<file path="src/rtl/uart_port_if.sv">
// Word-level UART request bus between the exec unit (master) and uart_port (slave).
// Each request is a one-cycle strobe and is answered by a one-cycle done pulse.
interface uart_port_if;
  logic        uart_wenable;
  logic [1:0]  uart_wsz;
  logic [31:0] uart_wd;
  logic        uart_wdone;
  logic        uart_renable;
  logic [1:0]  uart_rsz;
  logic [31:0] uart_rd;
  logic        uart_rdone;

  modport master (
    output uart_wenable, uart_wsz, uart_wd, uart_renable, uart_rsz,
    input  uart_wdone, uart_rd, uart_rdone
  );

  modport slave (
    input  uart_wenable, uart_wsz, uart_wd, uart_renable, uart_rsz,
    output uart_wdone, uart_rd, uart_rdone
  );
endinterface

</file>
<file path="src/rtl/uart_port.sv">
// Word <-> byte adapter between the core's UART requests and the serial byte blocks.
// Writes are split MSB-first into a TX byte FIFO; reads are assembled from an RX byte FIFO.
module uart_port #(
  parameter int TX_DEPTH_LOG2 = 4,
  parameter int RX_DEPTH_LOG2 = 4
) (
  input  logic              clk,
  input  logic              rstn,
  uart_port_if.slave        bus,
  output logic [7:0]        tx_data,
  output logic              tx_valid,
  input  logic              tx_ready,
  input  logic [7:0]        rx_data,
  input  logic              rx_valid,
  output logic              rx_overflow
);

  typedef enum logic [1:0] {IDLE, WR, RD} state_t;

  localparam int TX_DEPTH = 1 << TX_DEPTH_LOG2;
  localparam int RX_DEPTH = 1 << RX_DEPTH_LOG2;

  logic [7:0]             tx_mem [TX_DEPTH];
  logic [TX_DEPTH_LOG2:0] tx_wptr, tx_rptr;
  logic                   tx_full, tx_empty, tx_push, tx_pop;
  logic [7:0]             tx_byte;

  logic [7:0]             rx_mem [RX_DEPTH];
  logic [RX_DEPTH_LOG2:0] rx_wptr, rx_rptr;
  logic                   rx_full, rx_empty, rx_push, rx_pop;
  logic [7:0]             rx_head;

  state_t      state, state_n;
  logic [2:0]  cnt, cnt_n;
  logic [31:0] wd_q, wd_n;
  logic [31:0] acc, acc_n;
  logic        rd_pend, rd_pend_n;
  logic [1:0]  rsz_pend, rsz_pend_n;
  logic        wdone_n, rdone_n;
  logic [31:0] rd_n;
  logic [1:0]  byte_sel;

  // Full when the wrap bits differ and the index bits match.
  assign tx_empty = (tx_wptr == tx_rptr);
  assign tx_full  = (tx_wptr[TX_DEPTH_LOG2] != tx_rptr[TX_DEPTH_LOG2]) &&
                    (tx_wptr[TX_DEPTH_LOG2-1:0] == tx_rptr[TX_DEPTH_LOG2-1:0]);
  assign rx_empty = (rx_wptr == rx_rptr);
  assign rx_full  = (rx_wptr[RX_DEPTH_LOG2] != rx_rptr[RX_DEPTH_LOG2]) &&
                    (rx_wptr[RX_DEPTH_LOG2-1:0] == rx_rptr[RX_DEPTH_LOG2-1:0]);

  assign tx_valid = ~tx_empty;
  assign tx_data  = tx_mem[tx_rptr[TX_DEPTH_LOG2-1:0]];
  assign tx_pop   = tx_valid & tx_ready;
  assign rx_head  = rx_mem[rx_rptr[RX_DEPTH_LOG2-1:0]];
  assign rx_push  = rx_valid & ~rx_full;

  // cnt counts down from the byte count, so cnt-1 selects the next byte MSB-first.
  assign byte_sel = cnt[1:0] - 2'd1;
  assign tx_byte  = wd_q[{byte_sel, 3'b000} +: 8];

  // NOTE: FIFO storage has no reset; the pointers alone define its contents.
  always_ff @(posedge clk) begin
    if (tx_push) tx_mem[tx_wptr[TX_DEPTH_LOG2-1:0]] <= tx_byte;
    if (rx_push) rx_mem[rx_wptr[RX_DEPTH_LOG2-1:0]] <= rx_data;
  end

  always_ff @(posedge clk or negedge rstn) begin
    if (!rstn) begin
      tx_wptr     <= '0;
      tx_rptr     <= '0;
      rx_wptr     <= '0;
      rx_rptr     <= '0;
      rx_overflow <= 1'b0;
    end else begin
      if (tx_push)             tx_wptr     <= tx_wptr + 1'b1;
      if (tx_pop)              tx_rptr     <= tx_rptr + 1'b1;
      if (rx_push)             rx_wptr     <= rx_wptr + 1'b1;
      if (rx_pop)              rx_rptr     <= rx_rptr + 1'b1;
      if (rx_valid && rx_full) rx_overflow <= 1'b1;
    end
  end

  always_ff @(posedge clk or negedge rstn) begin
    if (!rstn) begin
      state          <= IDLE;
      cnt            <= '0;
      wd_q           <= '0;
      acc            <= '0;
      rd_pend        <= 1'b0;
      rsz_pend       <= '0;
      bus.uart_wdone <= 1'b0;
      bus.uart_rdone <= 1'b0;
      bus.uart_rd    <= '0;
    end else begin
      state          <= state_n;
      cnt            <= cnt_n;
      wd_q           <= wd_n;
      acc            <= acc_n;
      rd_pend        <= rd_pend_n;
      rsz_pend       <= rsz_pend_n;
      bus.uart_wdone <= wdone_n;
      bus.uart_rdone <= rdone_n;
      bus.uart_rd    <= rd_n;
    end
  end

  always_comb begin
    // NOTE: every output of this block is defaulted first so no latch is inferred.
    state_n    = state;
    cnt_n      = cnt;
    wd_n       = wd_q;
    acc_n      = acc;
    rd_pend_n  = rd_pend;
    rsz_pend_n = rsz_pend;
    tx_push    = 1'b0;
    rx_pop     = 1'b0;
    wdone_n    = 1'b0;
    rdone_n    = 1'b0;
    rd_n       = bus.uart_rd;
    case (state)
      IDLE: begin
        if (bus.uart_wenable) begin
          wd_n    = bus.uart_wd;
          cnt_n   = {1'b0, bus.uart_wsz} + 3'd1;
          state_n = WR;
          if (bus.uart_renable) begin
            rd_pend_n  = 1'b1;
            rsz_pend_n = bus.uart_rsz;
          end
        end else if (bus.uart_renable) begin
          cnt_n   = {1'b0, bus.uart_rsz} + 3'd1;
          acc_n   = '0;
          state_n = RD;
        end
      end
      WR: begin
        if (!tx_full) begin
          tx_push = 1'b1;
          cnt_n   = cnt - 3'd1;
          if (cnt == 3'd1) begin
            wdone_n = 1'b1;
            // A read that arrived with this write starts as soon as the write is queued.
            if (rd_pend) begin
              rd_pend_n = 1'b0;
              cnt_n     = {1'b0, rsz_pend} + 3'd1;
              acc_n     = '0;
              state_n   = RD;
            end else begin
              state_n = IDLE;
            end
          end
        end
      end
      RD: begin
        if (!rx_empty) begin
          rx_pop = 1'b1;
          acc_n  = {acc[23:0], rx_head};
          cnt_n  = cnt - 3'd1;
          if (cnt == 3'd1) begin
            rd_n    = acc_n;
            rdone_n = 1'b1;
            state_n = IDLE;
          end
        end
      end
      default: state_n = IDLE;
    endcase
  end

endmodule
</file>
<file path="src/flat_wrapper.sv">
// flat-port wrapper written by rule: the top's interface ports become plain ports
module uart_port_flat 
#(
  parameter int TX_DEPTH_LOG2 = 4,
  parameter int RX_DEPTH_LOG2 = 4
)
  (clk, rstn, tx_data, tx_valid, tx_ready, rx_data, rx_valid, rx_overflow, bus_uart_wenable, bus_uart_wsz, bus_uart_wd, bus_uart_renable, bus_uart_rsz, bus_uart_wdone, bus_uart_rd, bus_uart_rdone);
  uart_port_if bus_i ();
  input  logic clk;
  input  logic rstn;
  output logic [7:0] tx_data;
  output logic tx_valid;
  input  logic tx_ready;
  input  logic [7:0] rx_data;
  input  logic rx_valid;
  output logic rx_overflow;
  input wire logic [$bits(bus_i.uart_wenable)-1:0] bus_uart_wenable;
  input wire logic [$bits(bus_i.uart_wsz)-1:0] bus_uart_wsz;
  input wire logic [$bits(bus_i.uart_wd)-1:0] bus_uart_wd;
  input wire logic [$bits(bus_i.uart_renable)-1:0] bus_uart_renable;
  input wire logic [$bits(bus_i.uart_rsz)-1:0] bus_uart_rsz;
  output wire logic [$bits(bus_i.uart_wdone)-1:0] bus_uart_wdone;
  output wire logic [$bits(bus_i.uart_rd)-1:0] bus_uart_rd;
  output wire logic [$bits(bus_i.uart_rdone)-1:0] bus_uart_rdone;
  assign bus_i.uart_wenable = bus_uart_wenable;
  assign bus_i.uart_wsz = bus_uart_wsz;
  assign bus_i.uart_wd = bus_uart_wd;
  assign bus_i.uart_renable = bus_uart_renable;
  assign bus_i.uart_rsz = bus_uart_rsz;
  assign bus_uart_wdone = bus_i.uart_wdone;
  assign bus_uart_rd = bus_i.uart_rd;
  assign bus_uart_rdone = bus_i.uart_rdone;
  uart_port #(.TX_DEPTH_LOG2(TX_DEPTH_LOG2), .RX_DEPTH_LOG2(RX_DEPTH_LOG2)) u_core (.clk(clk), .rstn(rstn), .bus(bus_i), .tx_data(tx_data), .tx_valid(tx_valid), .tx_ready(tx_ready), .rx_data(rx_data), .rx_valid(rx_valid), .rx_overflow(rx_overflow));
endmodule
</file>
<file path="config.mk">
export PLATFORM = sky130hd
export DESIGN_NAME = uart_port_flat
export DESIGN_NICKNAME = d
export VERILOG_FILES = /design/src/rtl/uart_port_if.sv /design/src/rtl/uart_port.sv /design/src/flat_wrapper.sv
export SDC_FILE = /design/constraint.sdc
export NUM_CORES = 1
export LEC_CHECK = 0
export CAP_MARGIN = 20
export CORE_UTILIZATION = 51
export CTS_CLUSTER_SIZE = 30
export DETAILED_ROUTE_END_ITERATION = 7
export GPL_TIMING_DRIVEN = 1
export HOLD_SLACK_MARGIN = 0.08
export PLACE_DENSITY = 0.79
export SYNTH_ARGS = -nofsm -noshare
export SYNTH_HDL_FRONTEND = slang
export SYNTH_SLANG_ARGS = --single-unit
export TNS_END_PERCENT = 10
</file>
<file path="constraint.sdc">
create_clock -name clk -period 5.54 [get_ports clk]
set_input_delay 1.108 -clock clk [delete_from_list [all_inputs] [get_ports clk]]
set_output_delay 1.108 -clock clk [all_outputs]
set_load 0.02 [all_outputs]
</file>
# == Yosys cells after proc, flatten, opt, wreduce, memory -nomap -nowiden ==
# Memory sizes are Yosys's and may differ from the RTL's.
# Cells that the tools add are included.
# totals
reg_bits,119
ram_bits,256
wordCells,102
n_memories,2
output_inout_bits,44
input_bits,50
# mem_list
memory,depth,word_bits,rd,rd_ports_with_merged_regs,write_ports,line_no,text
u_core.rx_mem,16,8,1,0,1,uart_port.sv:28,logic [7:0] rx_mem [RX_DEPTH];
u_core.tx_mem,16,8,1,0,1,uart_port.sv:23,logic [7:0] tx_mem [TX_DEPTH];
# classes
mux,40
n_reduce_logical,13
bitwise_logic,5
n_addsub,9
n_shift,1
eq_ne,18
# op_table
operator,n
24-bit 2-to-1 mux,6
24-bit case mux with 3 select lines,1
32-bit by 6-bit indexed part select with 8-bit output,1
"5-bit by 1-bit adder with 5-bit output, second input constant",4
3-bit 2-to-1 mux,6
1-bit 2-to-1 mux,17
2-bit 2-to-1 mux,7
5-bit == test,2
"2-bit != test, second input constant",5
5-bit AND reduction,2
"2-bit by 1-bit adder with 3-bit output, second input constant",3
3-bit case mux with 3 select lines,1
4-bit == test,2
7-bit AND reduction,1
"2-bit by 1-bit != test with 1-bit output, second input constant",3
2-bit case mux with 3 select lines,1
3-bit AND reduction,2
4-bit AND reduction,1
"3-bit by 1-bit == test with 1-bit output, second input constant",1
1-bit logical AND,3
"3-bit != test, second input constant",1
1-bit NOT,3
3-bit nonzero test,1
"3-bit by 1-bit subtractor with 3-bit output, second input constant",1
other kinds (9),11

# == Logic depth before layout (Yosys ltp) ==
# depth
depth_word,6
mapped_depth,8
ltp_nobuf,7

# == Worst setup path before layout ==
# OpenSTA, ideal clock, no wires.
# synth_timing
kind,register to output
start,register u_core.tx_rptr[0]
end,output tx_data[7]
setup_slack_ns,2.547
path_buffers,3
stages_incl_launch_ff,7
t_arrival_ns,1.885
required_time_ns,4.432
path_cell_list,dfrtp_1 -> buf_2 -> buf_4 -> buf_2 -> mux4_2 -> mux2i_1 -> a21oi_1
# synth_via
elab_chain_cells,1
# synth_rtl
element,line_no,text
"start, declared",uart_port.sv:24,"logic [TX_DEPTH_LOG2:0] tx_wptr, tx_rptr;"
"start signal, assigned",uart_port.sv:76,if (tx_pop) tx_rptr <= tx_rptr + 1'b1;
memory 16 x 8 bit,n/a,
"end, declared",flat_wrapper.sv:11,output logic [7:0] tx_data;
# Every way passes these cells.

# == Worst setup path after layout ==
# layout_timing
start,register u_core.tx_rptr[0]
end,output tx_data[2]
# The elaborated chain is that of the path after synthesis.

==> results.yml <==
timing:
  timing.final.crit_period_ns: 4.44
  final.setup.worst_slack_ns: 1.10
  timing.max_slew.rel_slack_pct: 35.0
  setup_violations: 0
  fmax_mhz: 225
  rsz0062_at_grt: "false"
  slew_violations: 0
  fin_crit_sh_pct: 80.1
  worst_slew_pin_slew_ns: 0.971
  tns_ns: 0
  final_hold_viol_count: 0
  clock-skew-final_ns: 0.0252
worst_setup_path:
  worstSetupEndpointType: "output port"
  worst-endpoint-arrival_ns: 3.33
  cp_top_family: "flip-flops"
  timing_worst_setup_path_type: "reg -> out"
  cpPeakStageDelay_ns: 0.96
  cp.depth: 5
  biggest_fanout_along_the_worst_timing_path: 29
  worst_path_required_time_ns: 4.43
  worst-r2r-cell-count: 5
  worst-path-buf-inv: 1
  crit_path_cell_trace: "mux4_2, nor2b_1, a211oi_1, a21oi_1, clkdlybuf4s50_1"
  cp_slowest_cell: "dfrtp_2"
  start_kind: "register"
cts:
  cts_post_setup_buffers_inserted: 0
  cts_num_sinks: 375
  cts.reportedPaths.clkPinSlew_ns: 0.06
  clock_latency_ns: 0.53
  cts_tree: "done"
  ctsResizeCount: 0
  ctsHtreeMaxLevel: 2
  numCtsBuffers: 39
  number_of_hold_buffers_added_after_cts: 0
  cts-root-to-sink-buffers: 3
  clock_tree.root_cell: "clkbuf_16"
layout:
  final_layout_size_suffix_gt1_share_pct: 21.8
  antenna-diode-count: 0
  most_common_cell_after_layout_fill_and_taps_aside: "edfxtp_1"
  number_of_nets_in_the_finished_design: 1071
  postLayoutCellArea_um2: 18100
  mostFrequentLayoutCells: "256 x edfxtp_1, 117 x dfrtp_1, 92 x clkdlybuf4s50_1"
  final_core_util_pct: 60.8
  flow.area_growth_from_synthesis_pct: 17.1
  final-instance-count-excl-fill: 1423
logic_synthesis:
  synthFlopType: "edfxtp_1"
  synth.lib_cells_used.distinct: 47
  ys_seq_elements: 375
  yosysWarnings: 0
  synthCells: 903
  synth_edf_count: 256
  synth_async_sr_flop_share_pct: 31.7
  synth.avg_cell_area_um2: 17.1
  syn-num-nets: 971
  post_synth_instance_area_um2: 15400
  synth.yosys.seq_area_share_pct: 69.1
placement:
  detailedPlace.worstSlack_ns: 1.61
  io_buffer_count: 93
  place.detailed.hpwl_um: 19400
  postPlaceCellArea_um2: 16700
  finalWeightedCongestion: 0.758
  dpl.cell_count: 1352
global_routing:
  antenna_found_initial: 0
  global_route.usage.total_pct: 20.2
  grt_pass1_vias: 8431
  grt_start_max_net_pins: 60
  globalRoute.totalOverflow: 0
  first_pass_grt_wire_length_um: 47400
die:
  initial_utilization_pct: 51.9
  floorplan.rows: 63
  die_width_um: 176
  boundaryPins: 94
  vertical_die_dimension_um: 176
  floorplan.die_area_um2: 30900
  design.core.area_um2: 29700
run_status:
  status: "complete, no violations"
pwr:
  p_leak_nw: 6.65
  vdd_drop_max_uv: 277
  power_density_over_the_cells_nw_per_um2: 581
drt:
  routed_wirelength_um: 30100
  detailedRoute.firstIterationViolations: 636
  dr_drc_count: 0
  drtAntennaViolNets: 0
  detail_route.wl_per_cell_um: 21.1
  met3_layer_wire_length_in_the_routed_design_um: 1260
  dr.max_layer_used: "met4"
  route.vias.total: 8050
  met2RoutedLength_um: 15500
  drt_pass1_iterations: 5
  wirelength_met1_um: 12700
  detail_route.vias_per_cell: 5.66
worst_hold_path:
  holdPathStages: 1
  hold_class: "reg -> reg"
job:
  cap_violations: 0
flip-flops by register name (all words and copies together) (netlist names):
signal	count
u_core.wd_q	32
u_core.acc	24
u_core.rx_overflow	1
u_core.tx_mem	128
u_core.cnt	3
u_core.tx_wptr	5
u_core.state	2
u_core.rd_pend	1
u_core.rsz_pend	2
u_core.rx_mem	128
u_core.rx_rptr	5
u_core.bus.uart_wdone	1
u_core.bus.uart_rd	32
u_core.tx_rptr	5
u_core.rx_wptr	5
u_core.bus.uart_rdone	1
routing by layer:
layer  up-vias  track usage (%)
met5         -                0
met3        46             3.18
met2       182             34.7
met1      4152             27.0
li1       3670                -
met4         0             5.18
cell families (layout without fill, tap and decap cells):
| family | count (synthesis) | in the layout | share of synthesized area (%) |
|---|---|---|---|
| AOI/OAI and AO/OA | 88 | 88 | 3.62 |
| xor gates and xnor gates | 28 | 28 | 1.59 |
| adders and majority gates | 18 | 18 | 1.46 |
| buffers and inverters | 78 | 208 | 2.19 |
| DFF | 375 | 375 | 69.1 |
| muxes | 189 | 189 | 17.6 |
| and+or+nand+nor | 127 | 127 | 4.44 |
where the power goes:
part | switching (mW) | leakage (nW) | total [mW] | internal (mW)
clock | 1.06 | 0.650 | 2.64 | 1.58
combinational | 1.92 | 2.19 | 3.53 | 1.61
sequential | 0.424 | 3.82 | 4.32 | 3.89
synthesized netlist by cell type (2+ instances only):
cell      count  area [um2]
o22a_1        2        17.5
and2_1        2        12.5
mux2_2       78         878
ha_1         18         225
and4_1        4        35.0
mux2i_1      51         510
nand3_1       2        10.0
and3_1       23         144
nand2b_1      4        25.0
edfxtp_1    256        7690
o21ai_0      32         160
xor2_1        9        78.8
buf_1         7        26.3
mux4_2       56        1260
inv_1        28         105
nor4b_1       5        43.8
nor2b_1      11        68.8
a21oi_1      11        55.1
a22oi_1       8        60.1
a21boi_0      2        15.0
buf_6         2        22.5
clkbuf_1     19        71.3
xnor2_1      19         166
o211ai_1      2        15.0
nand2_1      54         203
dfrtp_1     119        2980
a21boi_1      2        15.0
nand4_1       7        43.8
o22ai_1       8        50.1
nor2_1        9        33.8
buf_2        20         100
mux2_4        4        60.1
nor4_2        2        25.0
o221ai_1      7        61.3
a211oi_1      8        60.1
path summary, 6_finish.rpt:
check	from	end	slack (ns)
worst max-delay path	u_core.tx_rptr[0]$_DFFE_PN0P_	tx_data[2]	1.10
worst min-delay path	u_core.rx_overflow$_DFFE_PN0P_	u_core.rx_overflow$_DFFE_PN0P_	0.48
worst max register to register	u_core.rx_rptr[1]$_DFFE_PN0P_	u_core.bus.uart_rd[13]$_DFFE_PN0P_	2.40
worst min register to register	u_core.rx_overflow$_DFFE_PN0P_	u_core.rx_overflow$_DFFE_PN0P_	0.48
max in group asynchronous	rstn	u_core.bus.uart_rd[31]$_DFFE_PN0P_	3.92
min in group asynchronous	rstn	u_core.wd_q[20]$_DFFE_PN0P_	0.51
stage by stage:
stage | hold WS, ns | power, mW
final | 0.484 | 10.5
after global routing | 0.512 | 11.0
after CTS | 0.488 | 10.6
after global placement | 0.464 | 7.81
after detailed placement | 0.464 | 7.91
after floorplan | 0.462 | 6.76
layout make-up:
| cell class | count | area (um2) |
|---|---|---|
| inverters | 28 | 105 |
| fillers | 2143 | 11700 |
| clock buffers | 51 | 1120 |
| flip-flops and latches | 375 | 10700 |
| repair buffers | 109 | 1050 |
| clock inverters | 20 | 204 |
| multi-input cells | 450 | 4420 |
| well taps | 390 | 488 |
No activity file was read; power rests on OpenSTA's default activity.
